--- config.mk ---
export PLATFORM = sky130hd
export DESIGN_NAME = muldiv_unit
export DESIGN_NICKNAME = d
export VERILOG_FILES = /design/src/rtl/muldiv_unit.sv
export SDC_FILE = /design/constraint.sdc
export NUM_CORES = 1
export LEC_CHECK = 0
export ABC_CLOCK_PERIOD_IN_PS = 5200
export CORE_UTILIZATION = 30
export CTS_CLUSTER_DIAMETER = 40
export DETAILED_ROUTE_END_ITERATION = 12
export GPL_ROUTABILITY_DRIVEN = 1
export GPL_TIMING_DRIVEN = 0
export SLEW_MARGIN = 5
export SYNTH_ARGS = -nofsm -noshare
export SYNTH_HDL_FRONTEND = slang
export SYNTH_SLANG_ARGS = --single-unit
--- constraint.sdc ---
create_clock -name clk -period 5.2 [get_ports clk]
set_clock_uncertainty 0.1 [all_clocks]
set_input_delay 0.78 -clock clk [delete_from_list [all_inputs] [get_ports clk]]
set_output_delay 0.78 -clock clk [all_outputs]
set_load 0.03 [all_outputs]
--- src/rtl/muldiv_unit.sv ---
// Iterative RV32M multiply/divide unit: radix-2 shift-add multiply and restoring
// divide on operand magnitudes, one iteration per clock, with signs fixed up at the end.
module muldiv_unit #(
  parameter int XLEN = 32
) (
  input  logic            clk,
  input  logic            rst,
  input  logic            start,
  input  logic            flush,
  input  logic [2:0]      funct3,
  input  logic [XLEN-1:0] op_a,
  input  logic [XLEN-1:0] op_b,
  input  logic [4:0]      dest_in,
  output logic            busy,
  output logic            done,
  output logic [XLEN-1:0] result,
  output logic [4:0]      dest_out
);
  localparam int CW = $clog2(XLEN);
  localparam logic [1:0] S_IDLE = 2'd0, S_CALC = 2'd1, S_DONE = 2'd2;

  logic [1:0]      state;
  logic [CW-1:0]   count;
  logic [XLEN-1:0] hi, lo, dvs;
  logic [XLEN-1:0] hi_n, lo_n;
  logic [2:0]      op_q;
  logic            neg_q, neg_r;
  logic [4:0]      dest_q;

  logic            is_div, sgn_a, sgn_b, a_neg, b_neg;
  logic            div_zero, div_ovf, special, accept;
  logic [XLEN-1:0] a_mag, b_mag, spec_res, fin;

  // Request decode, evaluated on the live inputs and used only at the accepting edge.
  always_comb begin
    is_div   = funct3[2];
    sgn_a    = is_div ? ~funct3[0] : (funct3[1:0] == 2'd1 || funct3[1:0] == 2'd2);
    sgn_b    = is_div ? ~funct3[0] : (funct3[1:0] == 2'd1);
    a_neg    = sgn_a & op_a[XLEN-1];
    b_neg    = sgn_b & op_b[XLEN-1];
    a_mag    = a_neg ? -op_a : op_a;
    b_mag    = b_neg ? -op_b : op_b;
    div_zero = is_div && (op_b == '0);
    div_ovf  = is_div && ~funct3[0] && (op_a == {1'b1, {(XLEN-1){1'b0}}}) && (op_b == '1);
    special  = div_zero | div_ovf;
    if (div_zero) spec_res = funct3[1] ? op_a : '1;
    else          spec_res = funct3[1] ? '0 : op_a;
    accept   = start && !flush && (state == S_IDLE || state == S_DONE);
  end

  // One iteration. Multiply: {hi,lo} holds {partial sum, remaining multiplier}.
  // Divide: hi is the partial remainder, lo shifts dividend out and quotient in.
  logic [XLEN:0] sum, sh;
  always_comb begin
    sum = {1'b0, hi} + (lo[0] ? {1'b0, dvs} : '0);
    sh  = {hi, lo[XLEN-1]};
    if (op_q[2]) begin
      if (sh >= {1'b0, dvs}) begin
        hi_n = XLEN'(sh - {1'b0, dvs});
        lo_n = {lo[XLEN-2:0], 1'b1};
      end else begin
        hi_n = sh[XLEN-1:0];
        lo_n = {lo[XLEN-2:0], 1'b0};
      end
    end else begin
      hi_n = sum[XLEN:1];
      lo_n = {sum[0], lo[XLEN-1:1]};
    end
  end

  logic [2*XLEN-1:0] prod;
  logic [XLEN-1:0]   quo, rem;
  always_comb begin
    prod = {hi_n, lo_n};
    if (neg_q) prod = -prod;
    quo = neg_q ? -lo_n : lo_n;
    rem = neg_r ? -hi_n : hi_n;
    case (op_q)
      3'd0:             fin = prod[XLEN-1:0];
      3'd1, 3'd2, 3'd3: fin = prod[2*XLEN-1:XLEN];
      3'd4, 3'd5:       fin = quo;
      default:          fin = rem;
    endcase
  end

  // dest_out moves together with result so an aborted op leaves both untouched.
  always_ff @(posedge clk or negedge rst) begin
    if (!rst) begin
      state    <= S_IDLE;
      count    <= '0;
      hi       <= '0;
      lo       <= '0;
      dvs      <= '0;
      op_q     <= '0;
      neg_q    <= 1'b0;
      neg_r    <= 1'b0;
      dest_q   <= '0;
      result   <= '0;
      dest_out <= '0;
    end else if (flush) begin
      state <= S_IDLE;
      count <= '0;
    end else if (accept) begin
      op_q   <= funct3;
      neg_q  <= a_neg ^ b_neg;
      neg_r  <= a_neg;
      dest_q <= dest_in;
      hi     <= '0;
      lo     <= a_mag;
      dvs    <= b_mag;
      count  <= '0;
      if (special) begin
        result   <= spec_res;
        dest_out <= dest_in;
        state    <= S_DONE;
      end else begin
        state <= S_CALC;
      end
    end else if (state == S_CALC) begin
      hi    <= hi_n;
      lo    <= lo_n;
      count <= count + 1'b1;
      if (count == CW'(XLEN-1)) begin
        result   <= fin;
        dest_out <= dest_q;
        state    <= S_DONE;
      end
    end else if (state == S_DONE) begin
      state <= S_IDLE;
    end
  end

  assign busy = (state == S_CALC);
  assign done = (state == S_DONE);

endmodule

==> key figures, run 1 <==
Logic synthesis
  – Ys flop type: dfrtp_1
  – Post-Synth XOR/XNOR Area: roughly 8%
  – Adder-cell share of the synthesized area: 5.82%
  – Post-Synthesis Net Count: roughly 2300
  – Synth Area in Compound Gates: 29.9%
  – Yosys reg bits: 150
  – Synth Area in Simple Gates: between 20% and 30%
  – Post-Synthesis Cells: roughly 2100
  – Largest family of logic cells by synthesized area: compound AO/OA/AOI/OAI gates
  – Average size of a mapped cell: between 7 and 8 sq um
  – Post-synth ARST share: 100%
  – Post-synthesis mux area share: between 4 and 5%
  – Mapped Area: around 16000 sq um
  – Seq/Total Area, Yosys: between 20% and 30%
  – Synthesis warning total: 0
  – Yosys cell types: between 100 and 150
  – EDFF count, synth: 0

Pwr
  – P per Cell Area: a little over 500 nW/um^2
  – Leakage power: ~7.5 nW
  – Seq pwr share: a little under a fifth
  – Worst vdd ir: 0.305 mV
  – Clock group share of total power: between 10% and 20%
  – Switching power: ~5.4 mW
  – Internal power: about 4.4 mW
  – Overall power: ~9.8 mW
  – Sw frac: around 55%
  – Comb power frac: about 69%

Global routing
  – Initial antenna violation count: 2
  – Total global-route track usage: ~28%
  – Global-route wire length before repair: approximately 110000 um
  – Overflow after GRT: 0
  – Vias in the first global route: 17400
  – Largest net degree at the start of global routing: 79

Routing
  – Vias: roughly 18000
  – Vias per inst: 6.11
  – Post-Route WL: between 70000 and 80000 um
  – DRT Pass-1 Iters: 7
  – Final ANT Viol Nets: 0
  – Routed len/inst: 25.5 um
  – DRC viols: 0
  – Drt initial violations: between 1500 and 2000

Clock tree
  – Clock Latency Late Sink: approximately 0.48 ns
  – CTS tree: yes
  – Clock sink count: 150
  – H-tree Lvls: 4
  – Num CTS Buffers: 17
  – CTS max path bufs: 2
  – Worst-path clk slew: around 0.080 ns
  – Cts hold-fix bufs: 0
  – CTS Root Cell: clkbuf_16

Layout
  – Post-Layout Cell Count: between 3000 and 4000
  – Register area: 3770 sq um
  – Filler cell count: about 5600
  – Final #Nets: between 2000 and 2500
  – Area grow syn2layout: 20.9%
  – Final Cell Area: approximately 20000 sq um
  – Layout cells sized above 1: roughly 11%
  – Most frequent cells in the layout: nand2_1, o21ai_0, a21oi_1
  – Commonest non-fill, non-tap cell in the layout: nand2_1
  – Area of the multi-input gates: between 10000 and 15000 sq um

Die
  – Die height: approximately 230 um
  – Die Wd: between 200 and 250 um
  – Site Rows: between 80 and 90
  – Initial core utilization: between 30% and 40%
  – Die area: approximately 55000 sq um
  – IO Count: roughly 120
  – Core area: between 50000 and 60000 sq um

Worst setup path
  – Worst r2r src: hi[9]$_DFFE_PN0P_
  – Crit path required time: 5.45 ns
  – Critical path origin: hi[9]$_DFFE_PN0P_
  – Critical path peak fanout: 6
  – CP endpoint kind: flip-flop
  – Critical Path AT: approximately 5.4 ns
  – CP startpoint kind: flip-flop
  – R2r setup slk: approximately 0.066 ns
  – Worst Reg-to-Reg Cells: 13
  – Critical setup path kind: flip-flop to flip-flop
  – Crit Reg-Reg Endpoint: result[31]$_DFFE_PN0P_

Timing
  – Final setup viols: 0
  – Final worst-path cycle share: slightly below 100%
  – Slew Viols, Final: 0
  – Unrepaired setup endpoints after global routing: yes
  – Final Hold Viols: 0
  – Slew headroom: 27.8%
  – Tmin final: a little over 5 ns
  – F_max: slightly below 200 MHz
  – Slew @ Worst Pin: roughly 1.1 ns

Placement
  – GPL Wtd Cong: approximately 1.0
  – DP HPWL: just over 60000 um
  – Placed cell count: 2941
  – Post-DP Area: ~18000 sq um
  – Count of input and output buffers: between 100 and 150

Job
  – Max Cap Violations: 0

Status
  – Outcome: complete, no violations

Worst hold path
  – Hold WC Path Type: input port to asynchronous set/reset pin
-- cell type report --
class	count	area share [%]
buffer	128	3.36
antenna	1	0.0128
timing repair buffer	148	7.32
sequential	150	19.3
inverter	63	1.21
multi-input combinational	1795	61.6
tap	688	4.40
clock inverter	14	0.608
clock buffer	18	2.19
-- worst max-delay path, stage by stage, from the launching register on --
cell and delay (ns):
dfrtp_1 0.50, ha_1 0.46, nand2_1 0.14, o21ai_0 0.56, a211oi_1 0.28, or4b_2 0.69, o2111ai_1 0.19, a22oi_2 0.28
a211oi_4 0.37, nand4_1 0.31, nor4_4 0.38, nor4bb_1 0.36, nor4_1 0.10, a31o_1 0.25
-- power groups by stage --
stage	Sequential [mW]	Combinational [mW]	Clock [mW]
6_report	1.86	6.76	1.21
5_1_grt	1.88	7.14	1.27
4_1_cts	1.84	6.29	1.22
3_5_place_dp	1.86	6.03	0
3_3_place_gp	1.85	5.99	0
2_1_floorplan	1.79	3.89	0
-- routing by layer --
metal | up-vias | part of all wire [%] | wire [um] | track usage (%)
li1 | 8256 | - | - | -
met1 | 8955 | 43 | 32800 | 37.8
met2 | 984 | 44 | 33800 | 42.1
met3 | 170 | 8.1 | 6230 | 4.39
met4 | 0 | 4.8 | 3640 | 13.7
met5 | - | 0 | 0 | 0
-- kinds of logic (layout without fill, tap and decap cells) --
kind of cell               after synthesis  after routing
and+or+nand+nor                        754            754
AOI/OAI and AO/OA                      751            751
buffers and inverters                  192            371
xor gates and xnor gates               151            151
DFF                                    150            150
adders and majority gates               74             74
muxes                                   65             65
other                                    0              1
-- sequential cells by signal (all words and copies together), names as in the netlist --
signal	count
neg_r	1
dvs	32
result	32
state	2
op_q	3
dest_out	5
count	5
lo	32
hi	32
neg_q	1
dest_q	5
-- cells in the mapped netlist (all sizes together) (12+ instances only) --
library cell / instances / share of area, %
a211oi: 19 / 0.88
a21o: 25 / 1.2
a21oi: 173 / 5.5
a221oi: 16 / 0.94
a22o: 16 / 0.87
a22oi: 13 / 0.63
a31oi: 31 / 1.3
and2: 42 / 1.6
and3: 13 / 0.53
buf: 47 / 1.7
clkbuf: 82 / 1.9
dfrtp: 150 / 23
ha: 72 / 5.6
inv: 63 / 1.5
mux2i: 55 / 3.4
nand2: 262 / 6.1
nand2b: 15 / 0.58
nand3: 48 / 1.6
nand4: 46 / 1.9
nor2: 151 / 3.5
nor2b: 15 / 0.58
nor3: 45 / 1.5
nor3b: 14 / 0.65
nor4: 20 / 1.1
o211ai: 56 / 2.6
o21a: 21 / 0.97
o21ai: 242 / 7.5
o221ai: 12 / 0.69
o31ai: 26 / 1.4
or3: 30 / 1.2
or4: 14 / 0.70
xnor2: 93 / 5.0
xor2: 58 / 3.1
-- how the worst max path moves through the flow --
| stage | to | slack (ns) |
|---|---|---|
| after global placement | dvs[14]$_DFFE_PN0P_ | -3.10 |
| after global routing | result[30]$_DFFE_PN0P_ | -0.02 |
| after CTS | result[30]$_DFFE_PN0P_ | -0.05 |
| after floorplan | result[30]$_DFFE_PN0P_ | 0.10 |
| after detailed placement | result[30]$_DFFE_PN0P_ | -1.79 |
| final | result[31]$_DFFE_PN0P_ | 0.07 |
-- repair_timing --
item,4_1_cts,5_1_grt
setup endpoints to repair,32,35
resized for setup,69,71
pin swaps,9,21
setup buffers,9,23
-- metrics by stage --
step           hold slack (ns)  setup slack, ns  TNS, ns  utilization, %
2_1_floorplan            0.336            0.104        0               -
3_3_place_gp             0.351            -3.10  -488.92            34.4
3_5_place_dp             0.355            -1.79   -31.36            34.5
4_1_cts                  0.196          -0.0491   -0.110            36.1
5_1_grt                  0.203          -0.0189  -0.0447            37.0
6_report                 0.181           0.0661        0            37.0
Note: power is estimated with default switching activity, not from simulation.
==> inputs of run 2 (changes only) <==
--- a/config.mk
+++ b/config.mk
@@ -11,6 +11,7 @@
 export DETAILED_ROUTE_END_ITERATION = 12
 export GPL_ROUTABILITY_DRIVEN = 1
 export GPL_TIMING_DRIVEN = 0
+export PLACE_DENSITY_LB_ADDON = 0.08
 export SLEW_MARGIN = 5
 export SYNTH_ARGS = -nofsm -noshare
 export SYNTH_HDL_FRONTEND = slang
==> key figures, run 2 (same netlist as run 1, synthesis figures left out) <==
Placement
  – Placed cell count: 2943 (+0.068%)
  – Count of input and output buffers: 114 (unchanged)
  – Post-DP Area: 18200 sq um (+0.14%)
  – GPL Wtd Cong: 0.970 (-3.9%)
  – DP HPWL: 66700 um (+8.6%)

Worst setup path
  – Critical Path AT: 5.41 ns (+0.03 ns)
  – Critical setup path kind: flip-flop to flip-flop
  – CP startpoint kind: flip-flop
  – CP endpoint kind: flip-flop
  – Critical path peak fanout: 17 (+11)
  – R2r setup slk: 0.09 ns (+0.02 ns)
  – Crit path required time: 5.50 ns (+0.05 ns)
  – Worst Reg-to-Reg Cells: 11 (-2)

Layout
  – Final Cell Area: 19700 sq um (+0.93%)
  – Diode count: 0 (-1)
  – Commonest non-fill, non-tap cell in the layout: nand2_1
  – Area grow syn2layout: 22.0%
  – Layout cells sized above 1: 12.2% (+0.98 points)
  – Core Util, Final: 37.3% (+0.34 points)
  – Most frequent cells in the layout: nand2_1, o21ai_0, a21oi_1
  – Post-Layout Cell Count: 3014 (+0.30%)
  – Final #Nets: 2464 (+0.45%)

Routing
  – Vias: 18300 (-0.49%)
  – Final ANT Viol Nets: 0 (unchanged)
  – Routed len/inst: 27.5 um (+7.9%)
  – Post-Route WL: 82800 um (+8.3%)
  – DRC viols: 0 (unchanged)
  – DRT Pass-1 Iters: 6 (-1)
  – Vias per inst: 6.06 (-0.79%)
  – Drt initial violations: 1759 (-5.7%)

Die
  – Core area: 52900 sq um (unchanged)
  – Die height: 234 um (unchanged)
  – Initial core utilization: 30.6% (unchanged)
  – Die area: 54900 sq um (unchanged)
  – Die Wd: 234 um (unchanged)
  – IO Count: 115 (unchanged)
  – Site Rows: 84 (unchanged)

Job
  – Max Cap Violations: 0 (unchanged)

Status
  – Outcome: complete, no violations

Timing
  – Final Hold Viols: 0 (unchanged)
  – Final setup viols: 0 (unchanged)
  – Tmin final: 5.11 ns (-0.0237 ns)
  – Slew @ Worst Pin: 1.17 ns (+0.0899 ns)
  – Slew headroom: 21.8% (-6.0 points)
  – Setup TNS: 0 ns (unchanged)
  – F_max: 196 MHz (+0.46%)
  – Hold WS: 0.104 ns (-0.0764 ns)
  – Slew Viols, Final: 0 (unchanged)
  – Unrepaired setup endpoints after global routing: no
  – Final worst-path cycle share: 98.3% (-0.46 points)

Clock tree
  – Num CTS Buffers: 17 (unchanged)
  – Cts hold-fix bufs: 0 (unchanged)
  – CTS max path bufs: 2 (unchanged)
  – H-tree Lvls: 4 (unchanged)
  – CTS tree: yes
  – CTS Root Cell: clkbuf_16
  – Clock Latency Late Sink: 0.49 ns (about the same)
  – Clock sink count: 150 (unchanged)
  – Worst-path clk slew: 0.07 ns (about the same)

Global routing
  – GR peak layer: met2
  – Global-route wire length before repair: 120000 um (+6.3%)
  – M3 GR Usage: 5.67% (+1.3 points)
  – Largest net degree at the start of global routing: 92 (+16%)
  – Overflow after GRT: 0 (unchanged)
  – Total global-route track usage: 30.2% (+2.5 points)
  – Met1 Use GR: 43.4% (+5.6 points)
  – Grt met2 use: 45.1% (+3.0 points)
  – Initial antenna violation count: 2 (unchanged)
  – Vias in the first global route: 17300 (-0.58%)

Pwr
  – Leakage power: 7.53 nW (+0.48%)
  – P per Cell Area: 513 nW/um^2 (+2.1%)
  – Worst vdd ir: 0.212 mV (-30%)

Worst hold path
  – Hold WC Path Type: input port to asynchronous set/reset pin
## run 2: cell count changes in the layout (fill, tap and decap cells not counted), moves of 3 or more
cell      previous run  this run
dfrtp_1            133       125
ha_2                 3         7
o21ai_0            224       221
nand2_1            260       257
nand2_2              1         4
buf_4               34        44
dfrtp_2             17        25
clkbuf_2             5         2
o21ai_1             12        15
ha_1                69        64
## run 2: area by class of cell
| type | instances | area, sq um |
|---|---|---|
| fill | 5665 | 33100 |
| timing repair buffer | 159 | 1510 |
| clock inverter | 13 | 100 |
| clock buffer | 18 | 429 |
| tap | 688 | 861 |
| sequential | 150 | 3780 |
| buffer | 127 | 657 |
| inverter | 63 | 236 |
| multi-input combinational | 1796 | 12200 |
## run 2: what timing repair did
item	4_1_cts	5_1_grt
pin swaps	15	28
buffers inserted	20	21
gates resized for setup	92	66
endpoints found under the setup margin	28	28
cloned	0	1
## run 2: per-stage QoR
step                power (mW)  setup slack, ns
floorplan                 5.68            0.104
global placement          8.04            -3.49
finish                    10.1           0.0898
detailed placement        8.06            -2.22
CTS                       9.64          0.00386
global route              10.6          0.00191
## run 2: path summary, 6_finish.rpt
check | startpoint | end
max reg2reg | op_q[2]$_DFFE_PN0P_ | result[3]$_DFFE_PN0P_
min reg2reg | dest_q[0]$_DFFE_PN0P_ | dest_q[0]$_DFFE_PN0P_
min | rst | lo[17]$_DFFE_PN0P_
max in group asynchronous | rst | hi[13]$_DFFE_PN0P_
min in group clk | dest_q[0]$_DFFE_PN0P_ | dest_q[0]$_DFFE_PN0P_
max | op_q[2]$_DFFE_PN0P_ | result[3]$_DFFE_PN0P_
## run 2: worst max-delay path, cell delays in order (launching register included)
cell,delay [ns]
dfrtp_1,0.37
buf_6,0.16
inv_1,0.19
clkbuf_1,0.56
clkbuf_1,0.73
buf_1,0.72
o21ai_1,0.58
nor2_2,0.58
a22oi_1,0.12
o21ai_0,0.44
a31oi_1,0.18
o221ai_1,0.25
## run 2: per-layer routing
metal | vias to the layer above | wire length (um)
li1 | 8289 | -
met1 | 9104 | 38300
met2 | 769 | 35500
met3 | 113 | 6640
met4 | 0 | 2430
met5 | - | 0
## run 2: power by group
| part | total, mW | switching [mW] | internal, mW |
|---|---|---|---|
| combinational | 7.03 | 4.59 | 2.44 |
| sequential | 1.88 | 0.426 | 1.46 |
| clock | 1.22 | 0.610 | 0.612 |
| total | 10.1 | 5.63 | 4.50 |
==> inputs of run 3 (changes only) <==
--- a/config.mk
+++ b/config.mk
@@ -7,6 +7,7 @@
 export LEC_CHECK = 0
 export ABC_CLOCK_PERIOD_IN_PS = 5200
 export CORE_UTILIZATION = 30
+export CTS_BUF_LIST = sky130_fd_sc_hd__clkbuf_8
 export CTS_CLUSTER_DIAMETER = 40
 export DETAILED_ROUTE_END_ITERATION = 12
 export GPL_ROUTABILITY_DRIVEN = 1
==> key figures, run 3 (same netlist as run 1, synthesis figures left out) <==
Status
  – Outcome: complete, no violations

Layout
  – Commonest non-fill, non-tap cell in the layout: nand2_1
  – Filler cell count: 5667 (+0.035%)
  – Final Cell Area: 19500 sq um (-1.2%)
  – Area grow syn2layout: 20.6%
  – Most frequent cells in the layout: nand2_1, o21ai_0, a21oi_1
  – Post-Layout Cell Count: 3013 (-0.033%)
  – Layout cells sized above 1: 12.0% (-0.15 points)
  – Final #Nets: 2460 (-0.16%)
  – Core Util, Final: 36.9% (-0.44 points)

Worst setup path
  – Worst Reg-to-Reg Cells: 18 (+7)
  – CP startpoint kind: flip-flop
  – Crit path required time: 5.57 ns (+0.07 ns)
  – Critical path peak fanout: 10 (-7)
  – Critical Path AT: 5.52 ns (+0.11 ns)
  – Critical setup path kind: flip-flop to flip-flop
  – CP endpoint kind: flip-flop

Clock tree
  – Clock sink count: 150 (unchanged)
  – CTS Root Cell: clkbuf_8
  – H-tree Lvls: 4 (unchanged)
  – CTS max path bufs: 2 (unchanged)
  – Clock Latency Late Sink: 0.57 ns (+0.08 ns)
  – Num CTS Buffers: 17 (unchanged)
  – Worst-path clk slew: 0.11 ns (+0.04 ns)
  – CTS tree: yes

Die
  – Site Rows: 84 (unchanged)
  – Die Wd: 234 um (unchanged)
  – IO Count: 115 (unchanged)
  – Die height: 234 um (unchanged)
  – Initial core utilization: 30.6% (unchanged)
  – Core area: 52900 sq um (unchanged)
  – Die area: 54900 sq um (unchanged)

Routing
  – Post-Route WL: 82900 um (about the same)
  – Routed len/inst: 27.5 um (+0.13%)
  – DRC viols: 0 (unchanged)
  – Vias: 18200 (-0.31%)
  – Vias per inst: 6.05 (-0.27%)
  – Drt initial violations: 1778 (+1.1%)
  – DRT Pass-1 Iters: 5 (-1)
  – Final ANT Viol Nets: 0 (unchanged)

Global routing
  – Vias in the first global route: 17300 (-0.023%)
  – Largest net degree at the start of global routing: 92 (unchanged)
  – Global-route wire length before repair: 119000 um (-0.21%)
  – Total global-route track usage: 30.2% (about the same)
  – Initial antenna violation count: 3 (+1)
  – Overflow after GRT: 0 (unchanged)

Placement
  – Placed cell count: 2943 (unchanged)
  – Count of input and output buffers: 114 (unchanged)
  – DP HPWL: 66700 um (unchanged)
  – GPL Wtd Cong: 0.970 (unchanged)
  – Post-DP Area: 18200 sq um (unchanged)
  – Setup WS pre-CTS: -2.22 ns (unchanged)

Timing
  – Final Hold Viols: 0 (unchanged)
  – Final setup viols: 0 (unchanged)
  – Tmin final: 5.15 ns (+0.0412 ns)
  – Slew @ Worst Pin: 1.18 ns (+0.00242 ns)
  – Slew headroom: 21.6% (-0.16 points)
  – Unrepaired setup endpoints after global routing: yes
  – Hold WS: 0.0307 ns (-0.0738 ns)
  – F_max: 194 MHz (-0.80%)
  – Setup TNS: 0 ns (unchanged)
  – Slew Viols, Final: 0 (unchanged)
  – Final setup margin: 0.0486 ns (-0.0412 ns)
  – Final worst-path cycle share: 99.1% (+0.79 points)

Pwr
  – P per Cell Area: 500 nW/um^2 (-2.6%)
  – Worst vdd ir: 0.237 mV (+12%)
  – Internal power: 4.18 mW (-7.2%)
  – Seq pwr share: 19.3% (+0.7 points)
  – Leakage power: 7.42 nW (-1.4%)
  – Switching power: 5.57 mW (-1.0%)
  – Comb power frac: 71.5% (+2.1 points)
  – Overall power: 9.75 mW (-3.8%)
  – Clock group share of total power: 9.2% (-2.9 points)
  – Sw frac: 57.1% (+1.6 points)

Job
  – Max Cap Violations: 0 (unchanged)

Worst hold path
  – Hold WC Path Type: input port to asynchronous set/reset pin
==> run 3: path summary, 6_finish.rpt <==
| path | end | slack [ns] | startpoint |
|---|---|---|---|
| setup / recovery | result[24]$_DFFE_PN0P_ | 0.05 | hi[14]$_DFFE_PN0P_ |
| max in group asynchronous | dvs[10]$_DFFE_PN0P_ | 4.08 | rst |
| setup reg to reg | result[24]$_DFFE_PN0P_ | 0.05 | hi[14]$_DFFE_PN0P_ |
| hold / removal | lo[17]$_DFFE_PN0P_ | 0.03 | rst |
| min in group clk | dest_q[0]$_DFFE_PN0P_ | 0.38 | dest_q[0]$_DFFE_PN0P_ |
| hold reg to reg | dest_q[0]$_DFFE_PN0P_ | 0.38 | dest_q[0]$_DFFE_PN0P_ |
==> run 3: timing repair <==
| action | CTS | global route |
|---|---|---|
| hold buffers | 0 | 0 |
| buffers inserted | 21 | 16 |
| gates resized for setup | 88 | 68 |
| pin swaps | 14 | 19 |
| endpoints found under the setup margin | 28 | 27 |
| cloned | 0 | 1 |
==> run 3: routing by layer <==
metal / wire, um / track usage, % / up-vias / share of wire (%)
met2: 35700 / 44.8 / 759 / 43
met4: 2480 / 10.4 / 0 / 3.0
met3: 6710 / 6.47 / 121 / 8.1
met5: 0 / 0 / - / 0
li1: - / - / 8286 / -
met1: 38000 / 42.9 / 9053 / 46
==> run 3: worst max-delay path, stage by stage, from the launching register on <==
cell and delay, ns:
dfrtp_1 0.50, ha_1 0.32, buf_2 0.18, nand4_1 0.26
nor4_4 0.46, nand3_2 0.18, and3_4 0.23, buf_6 0.16
nand2_8 0.13, o221ai_2 0.17, inv_1 0.15, ha_2 0.25
o211ai_1 0.13, and4bb_4 0.42, nand4b_2 0.28, o41ai_1 0.51
xnor2_1 0.17, o221ai_1 0.18, a22o_1 0.25
==> run 3: area by class of cell <==
type,count,area (sq um),area share [%]
antenna,3,7.51,0.0385
buffer,127,653,3.35
clock buffer,17,234,1.20
clock inverter,14,104,0.532
inverter,63,236,1.21
multi-input combinational,1796,12100,62.2
sequential,150,3790,19.4
tap,688,861,4.41
timing repair buffer,155,1480,7.60
==> run 3: power groups by stage <==
| stage | sequential [mW] | clock, mW | combinational (mW) |
|---|---|---|---|
| after floorplan | 1.79 | 0 | 3.89 |
| after global placement | 1.88 | 0 | 6.16 |
| after detailed placement | 1.88 | 0 | 6.17 |
| after CTS | 1.87 | 0.928 | 6.52 |
| after global routing | 1.90 | 0.959 | 7.39 |
| final | 1.88 | 0.901 | 6.97 |
